--- config.mk ---
export PLATFORM = sky130hd
export DESIGN_NAME = tone_scheduler_flat
export DESIGN_NICKNAME = d
export VERILOG_FILES = /design/src/rtl/tone_scheduler_if.sv /design/src/rtl/tone_scheduler.sv /design/src/flat_wrapper.sv
export SDC_FILE = /design/constraint.sdc
export NUM_CORES = 2
export LEC_CHECK = 0
export BUFFER_PORTS_ARGS = -buffer_cell sky130_fd_sc_hd__buf_2
export CAP_MARGIN = 10
export CORE_ASPECT_RATIO = 1.2
export CORE_MARGIN = 5
export CORE_UTILIZATION = 30
export DETAILED_ROUTE_END_ITERATION = 6
export HOLD_SLACK_MARGIN = 0.06
export PLACE_DENSITY = 0.47
export SETUP_SLACK_MARGIN = 0.1
export SYNTH_ARGS = -nofsm -noshare
export SYNTH_HDL_FRONTEND = slang
export SYNTH_SLANG_ARGS = --single-unit
export TNS_END_PERCENT = 10
--- constraint.sdc ---
create_clock -name i_sys_clk -period 6.14 [get_ports i_sys_clk]
set_input_delay 0.614 -clock i_sys_clk [delete_from_list [all_inputs] [get_ports i_sys_clk]]
set_output_delay 0.614 -clock i_sys_clk [all_outputs]
set_load 0.005 [all_outputs]
--- src/rtl/tone_scheduler_if.sv ---
// tone_scheduler_if: command, table-load and Beeper-side signals of the tone scheduler
// master: drives cmd_valid/cmd_data, wr_en/wr_addr/wr_note/wr_dur, song_len; samples tone/tone_en/busy/note_idx/done
// slave : the scheduler, the mirror image of master
interface tone_scheduler_if #(
  parameter int DEPTH_W = 7,
  parameter int DUR_W   = 16
);
  logic               cmd_valid;
  logic [7:0]         cmd_data;
  logic               wr_en;
  logic [DEPTH_W-1:0] wr_addr;
  logic [4:0]         wr_note;
  logic [DUR_W-1:0]   wr_dur;
  logic [DEPTH_W:0]   song_len;
  logic [4:0]         tone;
  logic               tone_en;
  logic               busy;
  logic [DEPTH_W-1:0] note_idx;
  logic               done;
  modport master (
    output cmd_valid, cmd_data, wr_en, wr_addr, wr_note, wr_dur, song_len,
    input  tone, tone_en, busy, note_idx, done
  );
  modport slave (
    input  cmd_valid, cmd_data, wr_en, wr_addr, wr_note, wr_dur, song_len,
    output tone, tone_en, busy, note_idx, done
  );
endinterface

--- src/rtl/tone_scheduler.sv ---
// tone_scheduler: song-table playback and live-note controller driving the Beeper tone input
// i_sys_clk   : system clock
// i_sys_rst_n : synchronous active-low reset
// bus (slave) : command byte strobe, table write port, song_len in; tone/tone_en/busy/note_idx/done out
module tone_scheduler #(
  parameter int CLK_FREQ = 12000000,
  parameter int TICK_HZ  = 1000,
  parameter int DEPTH_W  = 7,
  parameter int DUR_W    = 16
) (
  input  logic             i_sys_clk,
  input  logic             i_sys_rst_n,
  tone_scheduler_if.slave  bus
);
  localparam int DIV = CLK_FREQ / TICK_HZ;
  localparam int PW  = $clog2(DIV);
  localparam logic [DEPTH_W:0] MAXLEN = {1'b1, {DEPTH_W{1'b0}}};
  typedef enum logic [1:0] {S_IDLE, S_FETCH, S_PLAY, S_PAUSE} state_t;
  state_t             r_state, w_state;
  logic [4:0]         r_tone, w_tone;
  logic               r_en, w_en, r_done, w_done, r_loop, w_loop, w_adv;
  logic [DEPTH_W-1:0] r_idx, w_idx;
  logic [DEPTH_W:0]   r_len, w_len;
  logic [PW-1:0]      r_pre, w_pre;
  logic [DUR_W-1:0]   r_dur, w_dur;
  logic [4+DUR_W:0]   r_mem [2**DEPTH_W];
  logic [4:0]         w_note;
  logic [DUR_W-1:0]   w_edur;
  // Read is sampled at the FETCH exit edge, so a same-cycle write to that entry lands after the read.
  assign {w_note, w_edur} = r_mem[r_idx];
  wire w_live   = bus.cmd_valid && bus.cmd_data[7:5] == 3'd0;
  wire w_play   = bus.cmd_valid && bus.cmd_data == 8'h80 && bus.song_len != '0;
  wire w_stop   = bus.cmd_valid && bus.cmd_data == 8'h81;
  wire w_pause  = bus.cmd_valid && bus.cmd_data == 8'h82;
  wire w_resume = bus.cmd_valid && bus.cmd_data == 8'h83;
  wire w_tgl    = bus.cmd_valid && bus.cmd_data == 8'h84;
  wire w_tick   = r_pre == PW'(DIV - 1);
  wire w_last   = {1'b0, r_idx} >= r_len - 1'b1;
  always_comb begin
    w_state = r_state;
    w_tone  = r_tone;
    w_en    = r_en;
    w_done  = 1'b0;
    w_loop  = r_loop ^ w_tgl;
    w_idx   = r_idx;
    w_len   = r_len;
    w_pre   = r_pre;
    w_dur   = r_dur;
    w_adv   = 1'b0;
    if (w_stop) begin
      w_state = S_IDLE;
      w_tone  = 5'd0;
      w_en    = 1'b0;
    end else if (w_play) begin
      w_state = S_FETCH;
      w_idx   = '0;
      w_len   = bus.song_len > MAXLEN ? MAXLEN : bus.song_len;
    end else begin
      case (r_state)
        S_IDLE: begin
          w_tone = w_live ? bus.cmd_data[4:0] : r_tone;
          w_en   = w_live ? |bus.cmd_data[4:0] : r_en;
        end
        S_FETCH: begin
          w_tone  = w_note;
          w_en    = |w_note;
          w_dur   = w_edur;
          w_pre   = '0;
          w_state = S_PLAY;
          w_adv   = w_edur == '0;
        end
        S_PLAY: begin
          if (w_pause) begin
            w_state = S_PAUSE;
            w_en    = 1'b0;
          end else begin
            w_pre = w_tick ? '0 : r_pre + 1'b1;
            w_dur = w_tick ? r_dur - 1'b1 : r_dur;
            w_adv = w_tick && r_dur == DUR_W'(1);
          end
        end
        default: begin
          w_state = w_resume ? S_PLAY : S_PAUSE;
          w_en    = w_resume ? |r_tone : 1'b0;
        end
      endcase
    end
    if (w_adv) begin
      if (!w_last || r_loop) begin
        w_idx   = w_last ? '0 : r_idx + 1'b1;
        w_state = S_FETCH;
      end else begin
        w_state = S_IDLE;
        w_tone  = 5'd0;
        w_en    = 1'b0;
        w_done  = 1'b1;
      end
    end
  end
  always_ff @(posedge i_sys_clk) begin
    if (!i_sys_rst_n) begin
      r_state <= S_IDLE;
      r_tone  <= 5'd0;
      r_en    <= 1'b0;
      r_done  <= 1'b0;
      r_loop  <= 1'b0;
      r_idx   <= '0;
      r_len   <= '0;
      r_pre   <= '0;
      r_dur   <= '0;
    end else begin
      r_state <= w_state;
      r_tone  <= w_tone;
      r_en    <= w_en;
      r_done  <= w_done;
      r_loop  <= w_loop;
      r_idx   <= w_idx;
      r_len   <= w_len;
      r_pre   <= w_pre;
      r_dur   <= w_dur;
    end
  end
  always_ff @(posedge i_sys_clk) begin
    if (bus.wr_en) r_mem[bus.wr_addr] <= {bus.wr_note, bus.wr_dur};
  end
  assign bus.tone     = r_tone;
  assign bus.tone_en  = r_en;
  assign bus.busy     = r_state != S_IDLE;
  assign bus.note_idx = r_idx;
  assign bus.done     = r_done;
endmodule
--- src/flat_wrapper.sv ---
// flat-port wrapper written by rule: the top's interface ports become plain ports
module tone_scheduler_flat 
#(
  parameter int CLK_FREQ = 12000000,
  parameter int TICK_HZ  = 1000,
  parameter int DEPTH_W  = 7,
  parameter int DUR_W    = 16
)
  (i_sys_clk, i_sys_rst_n, bus_cmd_valid, bus_cmd_data, bus_wr_en, bus_wr_addr, bus_wr_note, bus_wr_dur, bus_song_len, bus_tone, bus_tone_en, bus_busy, bus_note_idx, bus_done);
  tone_scheduler_if #(.DEPTH_W(DEPTH_W), .DUR_W(DUR_W)) bus_i ();
  input  logic i_sys_clk;
  input  logic i_sys_rst_n;
  input wire logic [$bits(bus_i.cmd_valid)-1:0] bus_cmd_valid;
  input wire logic [$bits(bus_i.cmd_data)-1:0] bus_cmd_data;
  input wire logic [$bits(bus_i.wr_en)-1:0] bus_wr_en;
  input wire logic [$bits(bus_i.wr_addr)-1:0] bus_wr_addr;
  input wire logic [$bits(bus_i.wr_note)-1:0] bus_wr_note;
  input wire logic [$bits(bus_i.wr_dur)-1:0] bus_wr_dur;
  input wire logic [$bits(bus_i.song_len)-1:0] bus_song_len;
  output wire logic [$bits(bus_i.tone)-1:0] bus_tone;
  output wire logic [$bits(bus_i.tone_en)-1:0] bus_tone_en;
  output wire logic [$bits(bus_i.busy)-1:0] bus_busy;
  output wire logic [$bits(bus_i.note_idx)-1:0] bus_note_idx;
  output wire logic [$bits(bus_i.done)-1:0] bus_done;
  assign bus_i.cmd_valid = bus_cmd_valid;
  assign bus_i.cmd_data = bus_cmd_data;
  assign bus_i.wr_en = bus_wr_en;
  assign bus_i.wr_addr = bus_wr_addr;
  assign bus_i.wr_note = bus_wr_note;
  assign bus_i.wr_dur = bus_wr_dur;
  assign bus_i.song_len = bus_song_len;
  assign bus_tone = bus_i.tone;
  assign bus_tone_en = bus_i.tone_en;
  assign bus_busy = bus_i.busy;
  assign bus_note_idx = bus_i.note_idx;
  assign bus_done = bus_i.done;
  tone_scheduler #(.CLK_FREQ(CLK_FREQ), .TICK_HZ(TICK_HZ), .DEPTH_W(DEPTH_W), .DUR_W(DUR_W)) u_core (.i_sys_clk(i_sys_clk), .i_sys_rst_n(i_sys_rst_n), .bus(bus_i));
endmodule
# [Word-level counts from Yosys, hierarchy flattened]
# Memory sizes are Yosys's and may differ from the RTL's. A register that Yosys moved wholly into a read port is not among the register bits.
# Cells that the tools add are included.
[classes] n_addsub=4 n_mul=0 n_div=0 order_cmp=2 eq_ne=13 shifts=0 mux=41 bitwise=3 reduce_logical=24
[ops] op="two-way mux 7 bit" count=6
[ops] op="equality test 8 bit, second input constant" count=5
[ops] op="two-way mux 16 bit" count=2
[ops] op="one-hot mux 16 bit (2 select lines)" count=1
[ops] op="two-way mux 14 bit" count=2
[ops] op="one-hot mux 14 bit (2 select lines)" count=1
[ops] op="two-way mux 5 bit" count=5
[ops] op="equality test 16 x 1 -> 1 bit, second input constant" count=1
[ops] op="zero test 16 bit" count=1
[ops] op="subtractor 16 x 1 -> 16 bit, second input constant" count=1
[ops] op="two-way mux 1 bit" count=15
[ops] op="OR reduction 5 bit" count=3
[ops] op="adder 14 x 1 -> 14 bit, second input constant" count=1
[ops] op="equality test 14 bit, second input constant" count=1
[ops] op="one-hot mux 5 bit (2 select lines)" count=1
[ops] op="greater-or-equal comparator 7 x 8 -> 1 bit" count=1
[ops] op="greater-than comparator 8 bit, second input constant" count=1
[ops] op="logical AND 1 bit" count=8
[ops] op="two-way mux 2 bit" count=4
[ops] op="two-way mux 8 bit" count=1
[ops] op="nonzero test 8 bit" count=1
[ops] op="subtractor 8 x 1 -> 8 bit, second input constant" count=1
[ops] op="adder 7 x 1 -> 7 bit, second input constant" count=1
[ops] op="one-hot mux 2 bit (3 select lines)" count=1
[ops] op="18 further kinds" count=22
[totals] ff_bits=55 latch_bits=0 mem_bits_rw=2688 mem_bits_ro=0 elab_cells=97 memories=1
[mem_list] memory="u_core.r_mem" words=128 width=21 read_ports=1 rd_ports_with_merged_regs=1 wr=1 line="tone_scheduler.sv:26" text="logic [4+DUR_W:0] r_mem [2**DEPTH_W];"

# [Logic depth before layout (Yosys ltp)]
[logic_depth] word_depth=8 depth_mapped=17 ltp_nobuf=12

# [Worst setup path before layout]
# OpenSTA, ideal clock, no wires.
[synth_path] path_kind="register to register" start="reg u_core.r_idx[1] (netlist: u_core.bus.note_idx[1])" end="reg u_core.r_en (netlist: u_core.bus.tone_en)" arrival_ns=3.659 path_slack_ns=2.347 stages_incl_launch_ff=14 path_buffers=5 synth_period_minus_slack_ns=3.793 path_cell_list="dfxtp_1 -> buf_2 -> buf_2 -> buf_2 -> clkbuf_1 -> clkbuf_1 -> mux4_2 -> mux4_2 -> mux4_2 -> o21a_1 -> o41ai_2 -> a21oi_1 -> a21oi_1 -> a211oi_1"
[synth_between] elab_chain_len=5
[synth_lines] item="start: declaration" line="tone_scheduler.sv:22" text="logic [DEPTH_W-1:0] r_idx, w_idx;"
[synth_lines] item="start signal: assignment" line="tone_scheduler.sv:117" text="r_idx <= w_idx;"
[synth_lines] item="greater-or-equal comparator 7 x 8 -> 1 bit" line="tone_scheduler.sv:38" text="wire w_last = {1'b0, r_idx} >= r_len - 1'b1;"
[synth_lines] item="zero test 1 bit" line="tone_scheduler.sv:89" text="if (!w_last || r_loop) begin"
[synth_lines] item="logical OR 1 bit" line="tone_scheduler.sv:89"
[synth_lines] item="two-way mux 1 bit" line="tone_scheduler.sv:89"
[synth_lines] item="two-way mux 1 bit" line="tone_scheduler.sv:88" text="if (w_adv) begin"
[synth_lines] item="end signal: assignment" line="tone_scheduler.sv:114" text="r_en <= w_en;"
[synth_lines] item="end: declaration" line="tone_scheduler.sv:21" text="logic r_en, w_en, r_done, w_done, r_loop, w_loop, w_adv;"
# Every way passes these cells.
# A chain may end at the register's enable or synchronous reset.

# [Worst setup path in the final report]
[layout_path] start="reg u_core.r_idx[0] (netlist: u_core.bus.note_idx[0])" end="reg u_core.r_idx[0] (netlist: u_core.bus.note_idx[0])"
[layout_between] elab_chain_len=5 word_cells_on_any_way=9
[layout_lines] item="greater-or-equal comparator 7 x 8 -> 1 bit" line="tone_scheduler.sv:38"
[layout_lines] item="zero test 1 bit" line="tone_scheduler.sv:89"
[layout_lines] item="logical OR 1 bit" line="tone_scheduler.sv:89"
[layout_lines] item="two-way mux 7 bit" line="tone_scheduler.sv:89"
[layout_lines] item="two-way mux 7 bit *" line="tone_scheduler.sv:88"
# Mark *: on every way between the ends. The rest lies on a longest branch, timed or not.

==> results.md <==
- The summed area of non-filler cells in the final layout is 0.123 mm^2.
- The kind of end point of the critical path is a flop.
- In this run the vertical extent of the chip is 664 um.
- The sequential group share of total power is 0.542.
- The critical-path cell with the highest stage delay is a2111oi_0.
- The max-cap check violation count is 0.
- After floorplanning, the core was sized to cover 0.355 mm^2.
- The layout net count is 5525.
- The standby leakage power is 37.1 nW.
- The count of instances resized after the clock tree is built is 0.
- Traced cell by cell, the critical path runs through buf_12, mux4_2, nand2_1, a21oi_1, a2111oi_0, nor3_1, o32a_1, or4_1, o41ai_1, buf_4, a311oi_1, a22o_1.
- Summed over all nets, the half-perimeter wirelength after detailed placement is 201000 um.
- The CTS tree is built.
- The post-synthesis sequential area ratio is 0.766.
- The global-route wire length before repair is 463000 um.
- The x dimension of the die is 555 um.
- Of the total synthesized cell area, the portion taken by AND, OR, NAND and NOR gates is 0.0244.
- The initial utilization of the core area, before any placement, comes to 0.301.
- The internal power is 30.3 mW.
- In this run the power spent charging and discharging nets is 8.10 mW.
- The startpoint of the worst register-to-register path is u_core.bus.note_idx[0].
- The highest net fanout along the worst path is 74.
- From synthesis to final layout, the design area changed by 15.5%.
- The critical path data arrival time is 6.59 ns.
- Entering global routing, the biggest net connects 101 pins.
- The cell type with the largest total area after synthesis is edfxtp_1.
- The worst clock skew is 0.0356 ns.
- The weighted congestion at the end of routability-driven global placement is 0.838.
- For this run, the share of the core covered by cells in the final layout is 0.347.
- The number of hold-repair buffers added at the cts stage is 8.
- The share of total power dissipated in combinational logic is 0.033.
- The number of global-route vias before repair is 55547.
- The number of top-level pins is 63.
- The violation count after the first detailed-route iteration is 5703.
- The time the final worst path needs with I/O delays and setup is 5.85 ns.
- The depth of the worst register-to-register path is 12.
- In this run the cell area measured after placement is 0.115 mm^2.
- The worst register-to-register path ends at u_core.bus.note_idx[0].
- The worst hold-check path type is in -> reg.
- The final-report setup violation count is 0.
- Summing every instance area after synthesis gives 0.107 mm^2.
- Power comes to 38.4 mW.
- The layout cell share with drive strength beyond 1 is 0.271.
- Hold timing on the final database bottoms out at a slack of 0.189 ns.
- Summed over all failing endpoints, the final setup total negative slack is 0 ns.
- For this run, the leading register cell type out of synthesis is edfxtp_1.
- Of the total synthesized cell area, the portion taken by full adders, half adders and majority gates is 0.00188.
- In the post-synthesis netlist, the biggest area contributors are edfxtp_1 (76%), mux4_2 (13%), mux2i_1 (2.5%).
- The achievable frequency is 171 MHz.
- The most critical setup path has its startpoint at u_core.bus.note_idx[0].
- Counting flops with a built-in enable in the synthesized netlist gives 2688.
- The main combinational cell family by area after synthesis is multiplexers.
- The headroom to the max-slew limit is 0.149.
- The critical path class is reg -> reg.
- Leaving out fill and tap cells, the most frequent cells in the layout are edfxtp_1 (2688), mux4_2 (609), buf_4 (313).
- The share of total power dissipated in the clock network is 0.425.
- For the pin with the worst max-slew slack, the measured transition is 1.28 ns.
- The aggregate global routing overflow is 0.
- The number of warnings reported in the yosys synthesis log is 0.
- Of the available clock period, the critical path in the final layout requires 0.952.
- The number of routed nets with antenna violations is 0.
- The detail-routed net length per standard cell is 32.4 um.
- Counting flops with an async set or reset pin after synthesis yields a share of 0.
- The switching share of power is 0.211.
- The clock root buffer is clkbuf_16.
- In this run the worst setup path terminates at u_core.bus.note_idx[0].
- The number of buffers inserted by port buffering is 62.
- The multiplexer fraction of the synthesized cell area is 0.157.
- The share of synthesized area in the top cell type comes to 0.756.
- The maximum buffer depth of the clock tree is 4.
- For this run, the slowest stage of the critical path takes 0.93 ns.
- The number of placement rows is 240.
- The CTS clock-pin slew for the worst setup and hold paths is 0.07 ns.
- The share of the synthesized netlist area taken by xor and xnor gates is 0.00156.
- The number of clock sinks is 2743.
- The power density normalized to cell area is 311 mW/mm^2.
- The flow ran to the end, and the final reports show no timing, DRC or antenna violations.
- Buffers inserted during clock tree synthesis total 279.
- The synthesized area divided by synthesized cell count is 21.1 um^2.
- The number of antenna violations at the first check in global routing was 32.
- Leaving out fill and tap cells, the most frequent cell in the layout is edfxtp_1.
- The post-CTS setup-driven buffer insertion count is 0.
- The cell count after synthesis came out at 5063.
- Counting distinct cell types in the post-synthesis netlist gives 77.
- Setup repair after global routing left no endpoint under its margin.
- The setup check on the worst reg-to-reg path leaves a slack of 0.29 ns.
- For this run, the detailed router's first-pass iteration total came to 5.
- Across the VDD grid, the largest voltage drop is 0.183 mV.
- The kind of start point of the critical path is a flop.
- At the worst endpoint, the required time is 6.88 ns.
- The detailed-route vias per instance is 5.26.
- The wire length after detailed routing is 336000 um.
- The cell depth of the worst min-delay path is 5.
- The full die area is 0.368 mm^2.
- The routed layout has 54668 vias.
- The number of max-slew violations in the final report is 0.
- At the later pin of the worst-skew pair, clock insertion delay measures 0.86 ns.
- In this run the number of H-tree levels came out at 5.
- The synthesized netlist net count is 5127.
- For this run, the total global-route usage over all layers was measured as 0.178.
- The synthesized design contains 2743 register bits.
- The hold violation total from the final report was 0.
- The total DRC errors in the routed layout is 0.
- The complex-gate fraction of the synthesized area is 0.0338.
-- power by group through the flow --
stage	clock network, mW	registers [mW]	logic [mW]
floorplan	0	21.2	0.609
global placement	0	21.2	1.22
detailed placement	0	21.2	1.24
CTS	16.7	20.8	1.25
global route	17.4	20.8	1.37
finish	16.3	20.8	1.26
-- state kept, by name (all words and copies together), names as in the netlist --
name and flops:
u_core.r_mem 2688, u_core.r_dur 16, u_core.r_pre 14, u_core.r_len 8, u_core.bus.note_idx 7, u_core.bus.tone 5, u_core.r_state 2, u_core.bus.done 1
u_core.bus.tone_en 1, u_core.r_loop 1
-- final cells by class --
class                           count  area (um^2)
Timing Repair Buffer              394         3270
Tap cell                         4719         5900
Fill cell                       33000       232000
Inverter                           18         77.6
Antenna cell                        8         20.0
Clock buffer                      366         7600
Multi-Input combinational cell   2025        23800
Clock inverter                    111          865
Sequential cell                  2743        81800
-- how the worst min path moves through the flow --
| stage | slack, ns | endpoint | startpoint |
|---|---|---|---|
| finish | 0.19 | u_core.r_loop | bus_cmd_data[5] |
| global route | 0.20 | u_core.r_mem[114][3] | bus_wr_dur[3] |
| CTS | 0.12 | u_core.r_loop | bus_cmd_data[4] |
| detailed placement | 0.47 | u_core.r_len[7] | u_core.r_len[7] |
| global placement | 0.46 | u_core.r_len[7] | u_core.r_len[7] |
| floorplan | 0.45 | u_core.r_len[7] | u_core.r_len[7] |
-- per-stage QoR --
stage	std cells	setup slack, ns
floorplan	5063	2.35
global placement	9890	0.434
detailed placement	9891	0.455
CTS	10376	0.435
global route	10379	0.401
finish	10384	0.293
-- synthesized netlist by cell type (6+ instances only) --
| cell | instances |
|---|---|
| and2_1 | 13 |
| buf_6 | 40 |
| a22oi_1 | 90 |
| a31oi_1 | 10 |
| a32oi_1 | 10 |
| or3_1 | 8 |
| nor2_1 | 213 |
| a211o_1 | 18 |
| mux4_2 | 609 |
| a22o_1 | 11 |
| a311oi_1 | 11 |
| a21o_1 | 13 |
| nor4_1 | 9 |
| a221o_1 | 7 |
| buf_2 | 65 |
| o21a_1 | 6 |
| a221oi_1 | 13 |
| dfxtp_1 | 55 |
| nand2b_1 | 11 |
| a21oi_1 | 103 |
| nand4_1 | 17 |
| and3_1 | 9 |
| edfxtp_1 | 2688 |
| o21ai_0 | 57 |
| buf_1 | 27 |
| a2111oi_0 | 9 |
| o22ai_1 | 35 |
| o221ai_1 | 39 |
| buf_4 | 31 |
| nor3_1 | 19 |
| mux2_2 | 30 |
| mux2i_1 | 270 |
| ha_1 | 16 |
| xor2_1 | 11 |
| a211oi_1 | 15 |
| nor2b_1 | 17 |
| nand3b_1 | 14 |
| nand2_1 | 176 |
| nand3_1 | 40 |
| xnor2_1 | 8 |
| inv_1 | 15 |
| clkbuf_1 | 114 |
| o211ai_1 | 13 |
-- critical path, delay by kind of cell, from the launching register on --
| family | cells | cell delay, ns |
|---|---|---|
| AO/OA/AOI/OAI | 6 | 2.55 |
| AND/OR/NAND/NOR | 3 | 0.93 |
| flip-flops | 1 | 0.80 |
| multiplexers | 1 | 0.58 |
| buffers and inverters | 2 | 0.80 |
-- metal layers --
layer | global-route usage | part of all wire
met5 | 0 | 0.00013
met4 | 0.0560 | 0.033
met3 | 0.0253 | 0.061
met1 | 0.236 | 0.41
met2 | 0.303 | 0.50
-- kinds of logic after synthesis --
family	count (synthesis)
compound gates	507
xor+xnor	19
fa+ha+maj	16
buf+inv	295
flops	2743
mux	909
simple gates	574
No activity file was read; power rests on OpenSTA's default activity.
